### config.mk
export PLATFORM = sky130hd
export DESIGN_NAME = stopwatch_counter_flat
export DESIGN_NICKNAME = d
export VERILOG_FILES = /design/src/rtl/stopwatch_pkg.sv /design/src/rtl/stopwatch_counter_if.sv /design/src/rtl/bcd_digit_counter.sv /design/src/rtl/stopwatch_counter.sv /design/src/flat_wrapper.sv
export SDC_FILE = /design/constraint.sdc
export NUM_CORES = 1
export LEC_CHECK = 0
export ABC_AREA = 1
export CAP_MARGIN = 20
export CORE_MARGIN = 3
export CORE_UTILIZATION = 30
export CTS_BUF_LIST = sky130_fd_sc_hd__clkbuf_4 sky130_fd_sc_hd__clkbuf_8
export DETAILED_ROUTE_END_ITERATION = 8
export PLACE_DENSITY = 0.57
export REMOVE_ABC_BUFFERS = 1
export SLEW_MARGIN = 0
export SYNTH_ARGS = -nofsm -noshare
export SYNTH_HDL_FRONTEND = slang
export SYNTH_SLANG_ARGS = --single-unit
### constraint.sdc
create_clock -name clk -period 1.6 [get_ports clk]
set_input_delay 0.4 -clock clk [delete_from_list [all_inputs] [get_ports clk]]
set_output_delay 0.4 -clock clk [all_outputs]
set_load 0.02 [all_outputs]
### src/rtl/stopwatch_pkg.sv
// Shared stopwatch constants, BCD digit type and control-priority decode.
package stopwatch_pkg;

    localparam int unsigned DIGIT_W      = 4;
    localparam int unsigned ONES_MAX     = 9;
    localparam int unsigned TENS_MAX     = 5;
    localparam int unsigned DEF_TICK_DIV = 500_000;

    typedef logic [DIGIT_W-1:0] bcd_t;

    typedef enum logic [1:0] {
        CtlClear,
        CtlPrepare,
        CtlRun,
        CtlHold
    } ctl_e;

    // Highest-priority active control wins; rst is handled separately by each register.
    function automatic ctl_e decode_ctl(logic clear, logic prepare_start, logic running);
        if (clear)         return CtlClear;
        if (prepare_start) return CtlPrepare;
        if (running)       return CtlRun;
        return CtlHold;
    endfunction

endpackage

### src/rtl/stopwatch_counter_if.sv
// Control levels in, registered BCD time, tick and overflow out.
interface stopwatch_counter_if;
    import stopwatch_pkg::*;

    logic clear;
    logic prepare_start;
    logic running;
    bcd_t csec_ones;
    bcd_t csec_tens;
    bcd_t sec_ones;
    bcd_t sec_tens;
    bcd_t min_ones;
    bcd_t min_tens;
    logic tick;
    logic overflow;

    modport master (
        output clear, prepare_start, running,
        input  csec_ones, csec_tens, sec_ones, sec_tens, min_ones, min_tens, tick, overflow
    );

    modport slave (
        input  clear, prepare_start, running,
        output csec_ones, csec_tens, sec_ones, sec_tens, min_ones, min_tens, tick, overflow
    );

endinterface

### src/rtl/bcd_digit_counter.sv
// One registered BCD digit counting 0..MAX; carry is high when an increment wraps it.
module bcd_digit_counter
    import stopwatch_pkg::*;
#(
    parameter int unsigned MAX = ONES_MAX
) (
    input  logic clk,
    input  logic rst,
    input  logic clr,
    input  logic inc,
    output bcd_t digit,
    output logic carry
);

    localparam bcd_t LAST = bcd_t'(MAX);

    bcd_t digit_q;

    always_ff @(posedge clk) begin
        if (rst || clr) begin
            digit_q <= '0;
        end else if (inc) begin
            digit_q <= (digit_q == LAST) ? '0 : digit_q + 1'b1;
        end
    end

    assign digit = digit_q;
    assign carry = inc && (digit_q == LAST);

endmodule

### src/rtl/stopwatch_counter.sv
// mm:ss.cc stopwatch: prescaler divides clk down to 10 ms steps feeding a six-digit BCD chain.
module stopwatch_counter
    import stopwatch_pkg::*;
#(
    parameter int unsigned TICK_DIV = DEF_TICK_DIV
) (
    input  logic         clk,
    input  logic         rst,
    stopwatch_counter_if.slave sw
);

    localparam int unsigned     PRESC_W    = $clog2(TICK_DIV);
    localparam logic [PRESC_W-1:0] PRESC_LAST = PRESC_W'(TICK_DIV - 1);

    logic [PRESC_W-1:0] presc_q;
    logic               tick_q;
    logic               overflow_q;
    ctl_e               ctl;
    logic               step;
    logic [5:0]         carry;

    assign ctl  = decode_ctl(sw.clear, sw.prepare_start, sw.running);
    assign step = (ctl == CtlRun) && (presc_q == PRESC_LAST);

    always_ff @(posedge clk) begin
        if (rst) begin
            presc_q    <= '0;
            tick_q     <= 1'b0;
            overflow_q <= 1'b0;
        end else begin
            unique case (ctl)
                CtlClear: begin
                    presc_q    <= '0;
                    tick_q     <= 1'b0;
                    overflow_q <= 1'b0;
                end
                CtlPrepare: begin
                    presc_q <= '0;
                    tick_q  <= 1'b0;
                end
                CtlRun: begin
                    presc_q <= step ? '0 : presc_q + 1'b1;
                    tick_q  <= step;
                    // The whole chain carrying out means 59:59.99 just wrapped to zero.
                    if (carry[5]) overflow_q <= 1'b1;
                end
                CtlHold: begin
                    tick_q <= 1'b0;
                end
                default: begin
                    tick_q <= 1'b0;
                end
            endcase
        end
    end

    bcd_digit_counter #(.MAX(ONES_MAX)) u_csec_ones (
        .clk   (clk),
        .rst   (rst),
        .clr   (sw.clear),
        .inc   (step),
        .digit (sw.csec_ones),
        .carry (carry[0])
    );

    bcd_digit_counter #(.MAX(ONES_MAX)) u_csec_tens (
        .clk   (clk),
        .rst   (rst),
        .clr   (sw.clear),
        .inc   (carry[0]),
        .digit (sw.csec_tens),
        .carry (carry[1])
    );

    bcd_digit_counter #(.MAX(ONES_MAX)) u_sec_ones (
        .clk   (clk),
        .rst   (rst),
        .clr   (sw.clear),
        .inc   (carry[1]),
        .digit (sw.sec_ones),
        .carry (carry[2])
    );

    bcd_digit_counter #(.MAX(TENS_MAX)) u_sec_tens (
        .clk   (clk),
        .rst   (rst),
        .clr   (sw.clear),
        .inc   (carry[2]),
        .digit (sw.sec_tens),
        .carry (carry[3])
    );

    bcd_digit_counter #(.MAX(ONES_MAX)) u_min_ones (
        .clk   (clk),
        .rst   (rst),
        .clr   (sw.clear),
        .inc   (carry[3]),
        .digit (sw.min_ones),
        .carry (carry[4])
    );

    bcd_digit_counter #(.MAX(TENS_MAX)) u_min_tens (
        .clk   (clk),
        .rst   (rst),
        .clr   (sw.clear),
        .inc   (carry[4]),
        .digit (sw.min_tens),
        .carry (carry[5])
    );

    assign sw.tick     = tick_q;
    assign sw.overflow = overflow_q;

endmodule

### src/flat_wrapper.sv
// flat-port wrapper written by rule: the top's interface ports become plain ports
module stopwatch_counter_flat import stopwatch_pkg::*;
#(
    parameter int unsigned TICK_DIV = DEF_TICK_DIV
)
  (clk, rst, sw_clear, sw_prepare_start, sw_running, sw_csec_ones, sw_csec_tens, sw_sec_ones, sw_sec_tens, sw_min_ones, sw_min_tens, sw_tick, sw_overflow);
  stopwatch_counter_if sw_i ();
  input  logic clk;
  input  logic rst;
  input wire logic [$bits(sw_i.clear)-1:0] sw_clear;
  input wire logic [$bits(sw_i.prepare_start)-1:0] sw_prepare_start;
  input wire logic [$bits(sw_i.running)-1:0] sw_running;
  output wire logic [$bits(sw_i.csec_ones)-1:0] sw_csec_ones;
  output wire logic [$bits(sw_i.csec_tens)-1:0] sw_csec_tens;
  output wire logic [$bits(sw_i.sec_ones)-1:0] sw_sec_ones;
  output wire logic [$bits(sw_i.sec_tens)-1:0] sw_sec_tens;
  output wire logic [$bits(sw_i.min_ones)-1:0] sw_min_ones;
  output wire logic [$bits(sw_i.min_tens)-1:0] sw_min_tens;
  output wire logic [$bits(sw_i.tick)-1:0] sw_tick;
  output wire logic [$bits(sw_i.overflow)-1:0] sw_overflow;
  assign sw_i.clear = sw_clear;
  assign sw_i.prepare_start = sw_prepare_start;
  assign sw_i.running = sw_running;
  assign sw_csec_ones = sw_i.csec_ones;
  assign sw_csec_tens = sw_i.csec_tens;
  assign sw_sec_ones = sw_i.sec_ones;
  assign sw_sec_tens = sw_i.sec_tens;
  assign sw_min_ones = sw_i.min_ones;
  assign sw_min_tens = sw_i.min_tens;
  assign sw_tick = sw_i.tick;
  assign sw_overflow = sw_i.overflow;
  stopwatch_counter #(.TICK_DIV(TICK_DIV)) u_core (.clk(clk), .rst(rst), .sw(sw_i));
endmodule
# ---- Word-level counts from Yosys, hierarchy flattened
# Index checks and enable logic that the tools add are counted.
dict set report word_totals {
  regBits 45
  in_bits 5
  out_inout_bits 26
  elab_cells 64
}
dict set report classes {
  add_sub_neg 7
  eq_ne 11
  muxes 23
  n_reduce_logical 14
}
# operator count
set op_table {}
lappend op_table {{19-bit one-hot mux with 2 select lines} 1}
lappend op_table {{4-bit by 1-bit adder with 4-bit output, second input constant} 6}
lappend op_table {{4-bit two-way mux} 6}
lappend op_table {{19-bit by 1-bit adder with 19-bit output, second input constant} 1}
lappend op_table {{19-bit equality test, second input constant} 1}
lappend op_table {{19-bit two-way mux} 1}
lappend op_table {{4-bit equality test, second input constant} 4}
lappend op_table {{2-bit two-way mux} 6}
lappend op_table {{4-bit by 3-bit equality test with 1-bit output, second input constant} 2}
lappend op_table {{1-bit logical AND} 7}
lappend op_table {{1-bit two-way mux} 7}
lappend op_table {{2-bit equality test, second input constant} 2}
lappend op_table {{1-bit one-hot mux with 2 select lines} 2}
lappend op_table {{2-bit nonzero test} 2}
lappend op_table {{3-bit OR reduction} 1}
lappend op_table {{2-bit by 1-bit equality test with 1-bit output, second input constant} 1}
lappend op_table {{2-bit zero test} 1}
lappend op_table {{2-bit != test, second input constant} 1}
lappend op_table {{2-bit AND reduction} 1}
lappend op_table {{2-bit OR reduction} 1}
lappend op_table {{1-bit logical OR} 1}

# ---- Longest topological paths before layout
dict set report depth {
  ltp_word 17
  depth_mapped 12
  depth_no_buf 12
}

# ---- Modules after synthesis
# A second synthesis with hierarchy kept.
dict set report hier_totals {
  hier_cells 374
  hier_area_um2 2449.8
}
# module n_inst cells_each area_per_inst_um2 seq_area_each_um2
set by_module_without_submodules {}
lappend by_module_without_submodules {stopwatch_counter 1 198 1293.7 420.4}
lappend by_module_without_submodules {{bcd_digit_counter at u_core.u_csec_ones ...} 4 29 195.2 80.1}
lappend by_module_without_submodules {{bcd_digit_counter at u_core.u_min_tens ...} 2 30 187.7 80.1}

# ---- Worst setup path after synthesis
# OpenSTA, ideal clock, no wires.
dict set report synth_timing {
  kind {register to register}
  startpoint {register u_core.presc_q[0]}
  endpoint {register u_core.u_min_ones.digit_q[1] (netlist: u_core.u_min_ones.digit[1])}
  setup_time_ns 0.114
  t_arrival_ns 1.585
  required_time_ns 1.486
  path_slack_ns -0.099
  stages_incl_launch_ff 13
  n_path_buf 0
  synth_period_minus_slack_ns 1.699
  cell_sequence {dfxtp_1 > ha_1 > nand2_2 > nor2_4 > nand2_2 > nor2_4 > nand4_4 > nor2_4 > nand2_4 > inv_1 > nand2_1 > nand3_1 > nand2_1}
}
dict set report synth_via {
  elab_chain_cells 6
}
# element line
set synth_lines {}
lappend synth_lines {{start, declared} stopwatch_counter.sv:15} ;# logic [PRESC_W-1:0] presc_q;
lappend synth_lines {{start signal, assigned} stopwatch_counter.sv:42} ;# presc_q <= step ? '0 : presc_q + 1'b1;
lappend synth_lines {{19-bit equality test} stopwatch_counter.sv:23} ;# assign step = (ctl == CtlRun) && (presc_q == PRESC_LAST);
lappend synth_lines {{1-bit logical AND} stopwatch_counter.sv:23}
lappend synth_lines {{1-bit logical AND (4 in a row)} bcd_digit_counter.sv:28} ;# assign carry = inc && (digit_q == LAST);
lappend synth_lines {{end signal, assigned} bcd_digit_counter.sv:23} ;# digit_q <= (digit_q == LAST) ? '0 : digit_q + 1'b1;
lappend synth_lines {{end, declared} bcd_digit_counter.sv:17} ;# bcd_t digit_q;
# Every way passes these cells.
# A chain may end at the register's enable or synchronous reset.

# ---- Final worst setup path
dict set report layout_timing {
  startpoint {register u_core.presc_q[1]}
  endpoint {register u_core.u_sec_tens.digit_q[1] (netlist: u_core.u_sec_tens.digit[1])}
}
dict set report layout_via {
  elab_chain_cells 5
}
# element line
set layout_lines {}
lappend layout_lines {{19-bit equality test} stopwatch_counter.sv:23}
lappend layout_lines {{1-bit logical AND} stopwatch_counter.sv:23}
lappend layout_lines {{1-bit logical AND (3 in a row)} bcd_digit_counter.sv:28}
lappend layout_lines {{end signal, assigned} bcd_digit_counter.sv:23}
lappend layout_lines {{end, declared} bcd_digit_counter.sv:17}
# Every way passes these cells.

==> impl_metrics.yaml <==
power_and_ir_drop:
  p_leak_uw: 0.001635
  peakVddDrop_uv: 297.9
  powerDensity_mw_per_mm2: 533.5
finish:
  nets: 492
  final_cell_mix: "83 x nand2_1, 54 x buf_4, 46 x inv_1"
  final_common_cell: "nand2_1"
  drive_above_1_share_pct: 34.77
  utilization_pct: 48.17
  area_growth_pct: 55.13
  n_antenna_cell: 0
synth:
  ys_types: 36
  synth_top_cell_area_share_pct: 35.31
  ys_warn_count: 0
  synth_area_per_cell_um2: 6.558
  ys_seq_elements: 45
  yosys-top-cells-area: "dfxtp_1 35%, nand2_1 14%, inv_1 7.8%"
  seq_area_frac_synth_pct: 35.31
  syn_area_mm2: 0.002551
  synthCells: 389
  yosysTopAreaCell: "dfxtp_1"
placement:
  gp_congestion: 0.8650
  port_buffers: 30
  dp.final_hpwl_um: 5272
critical_path:
  startpoint_type: "flip-flop"
  crit_top_cell: "nor2_4"
  crit_start: "u_core.presc_q[1]$_SDFFE_PP0P_"
  crit_chain: "ha_4 -> nand2_4 -> nor2_4 -> nand2_2 -> nor2_4 -> nand4_4 -> nor2_4 -> buf_4 -> buf_6 -> o2111ai_2 -> nand2_1"
  crit_buf_inv: 2
  worst-path-max-fanout: 4
  crit_path_end_kind: "flip-flop"
  reg2reg_depth: 11
  reg2reg_from: "u_core.presc_q[1]$_SDFFE_PP0P_"
  cpPeakStageDelay_ns: 0.36
  cp_top_family: "simple AND/OR/NAND/NOR gates"
  cp.arrival_ns: 1.95
  critPathKind: "flip-flop to flip-flop"
  cp_num_cells: 11
  critical_path_required_ns: 1.85
  cpMaxStageDelayCell: "dfxtp_2"
global_route:
  grt_usage_pct: 14.91
  top_usage_layer: "met2"
  grt_max_degree: 14
  grt-ovfl-total: 0
  antenna_found_initial: 0
  grt_pass1_vias: 2602
  grtUsageMet3_pct: 2.929
  grt_pass1_wl_um: 11990
  met1_usage_pct: 20.64
  use_met2_pct: 23.72
detailed_routing:
  via_per_inst: 4.704
  wirelength_um: 7303
  vias: 2780
  drc_errors: 0
  wl_per_cell_um: 12.36
  ant_nets: 0
  drtIter0Drc: 195
  dr.pass1.iters: 4
clock_network:
  cts_tree: "done"
  clk_latency_ns: 0.30
  numCtsBuffers: 5
  clockBufferDepth: 2
  root_buffer: "clkbuf_8"
  clkTransAtPathRegs_ns: 0.09
  cts.sinks: 45
  htreeDepth: 2
min_path:
  holdPathStages: 2
  hold_start: "u_core.u_min_ones.digit[3]$_SDFFE_PP0N_"
  hold_path.class: "flip-flop to flip-flop"
sta:
  finalSetupTns_ns: -0.9627
  hold_viol_final: 0
  maxSlewViolCount: 0
  clock_skew_ns: 0.007755
  max_freq_mhz: 586.6
  min_period_ns: 1.705
  tightest_slew_ns: 0.3459
  setup_viol: 21
  min_period_over_period_pct: 106.5
  fin_ws_ns: -0.1047
  rsz0062_at_grt: "yes"
  maxSlewHeadroom_pct: 76.91
floorplanning:
  io_pins: 31
  fp.dieW_um: 98.22
  initial_core_util_pct: 31.05
  die_y_um: 98.22
  die_area_mm2: 0.009646
  core.rowCount: 33
  core_mm2: 0.008217
outcome:
  violations: "setup timing"
  run_status: "finished with violations"
flow_run:
  drv_cap: 0
==> power breakdown <==
group / internal [uW] / total [uW] / switching (uW)
combinational: 56.3 / 126 / 70.1
sequential: 1120 / 1120 / 1.52
clock: 455 / 863 / 408
total: 1630 / 2110 / 480
==> logic make-up (layout without fill, tap and decap cells) <==
kind of cell / after synthesis / in the layout / share of synthesized area [%]
flip-flops: 45 / 45 / 35.31
AND/OR/NAND/NOR: 220 / 220 / 41.20
adder cells (fa/ha/maj): 1 / 1 / 0.4904
buffers and inverters: 64 / 161 / 9.907
AO/OA/AOI/OAI: 53 / 53 / 11.03
XOR/XNOR: 6 / 6 / 2.060
==> per-layer routing <==
metal  part of all wire [%]  up-vias
met2                     47       52
met4                    1.2        0
li1                       -     1445
met1                     47     1274
met5                      0        -
met3                    4.5        9
==> synthesized netlist by cell type <==
library cell,number
nor2_8,1
nor2_1,49
buf_4,2
a21oi_1,28
nand4_4,1
a31oi_1,2
nand2_2,3
nand3_1,26
o2111ai_1,1
clkbuf_1,3
xor2_1,5
o22ai_1,3
nand4_1,13
xnor2_1,1
nand2_1,98
nor2_4,6
buf_2,4
a221oi_1,1
o21ai_0,16
nand2_4,1
dfxtp_1,45
o21ai_1,1
and3_1,1
inv_2,2
nor3_1,9
nand3b_1,1
nand3_2,1
nor2b_2,1
ha_1,1
nand4_2,1
nor4_2,1
nor4_1,1
o211ai_1,1
nor3b_1,2
nor2_2,4
inv_1,53
==> path summary, 6_finish.rpt <==
kind | slack [ns] | endpoint
min | 0.47 | u_core.u_min_ones.digit[3]$_SDFFE_PP0N_
max reg2reg | -0.10 | u_core.u_sec_tens.digit[1]$_SDFFE_PP0N_
min reg2reg | 0.47 | u_core.u_min_ones.digit[3]$_SDFFE_PP0N_
max | -0.10 | u_core.u_sec_tens.digit[1]$_SDFFE_PP0N_
==> sequential cells by signal (all words and copies together), names as in the netlist <==
name,cells
u_core.u_csec_ones.digit,4
u_core.u_sec_ones.digit,4
u_core.sw.overflow,1
u_core.sw.tick,1
u_core.u_csec_tens.digit,4
u_core.u_sec_tens.digit,4
u_core.u_min_ones.digit,4
u_core.u_min_tens.digit,4
u_core.presc_q,19
==> cell type report <==
class	count	area [um2]
tap	105	131.4
sequential	45	909.6
inverter	55	209.0
multi-input combinational	280	1753
clock inverter	2	35.03
timing repair buffer	99	850.8
fill	780	4259
clock buffer	5	68.82
==> worst reg2reg max path: cells and delay by family, from the launching register on <==
kind	cells	cell delay, ns
buffers and inverters	2	0.23
AND/OR/NAND/NOR	7	0.83
flip-flops	1	0.36
adder cells (fa/ha/maj)	1	0.15
AO/OA/AOI/OAI	1	0.08
==> timing repair <==
action	4_1_cts	5_1_grt
setup endpoints to repair	68	43
buffers inserted	9	10
gates cloned	0	0
hold buffers	0	0
resized for setup	92	59
pin swaps	27	22
==> metrics by stage <==
| stage | setup WS (ns) | hold slack, ns | cells | instance area (um2) | total power, uW |
|---|---|---|---|---|---|
| 2_1_floorplan | -0.1694 | 0.4475 | 380 | 2505 | 1187 |
| 3_3_place_gp | -0.4996 | 0.4650 | 570 | 3349 | 1249 |
| 3_5_place_dp | -0.5574 | 0.4503 | 570 | 3349 | 1250 |
| 4_1_cts | -0.1169 | 0.4700 | 583 | 3680 | 2122 |
| 5_1_grt | -0.2003 | 0.5181 | 591 | 3958 | 2202 |
| 6_report | -0.1047 | 0.4735 | 591 | 3958 | 2111 |
No activity file was read; power rests on OpenSTA's default activity.
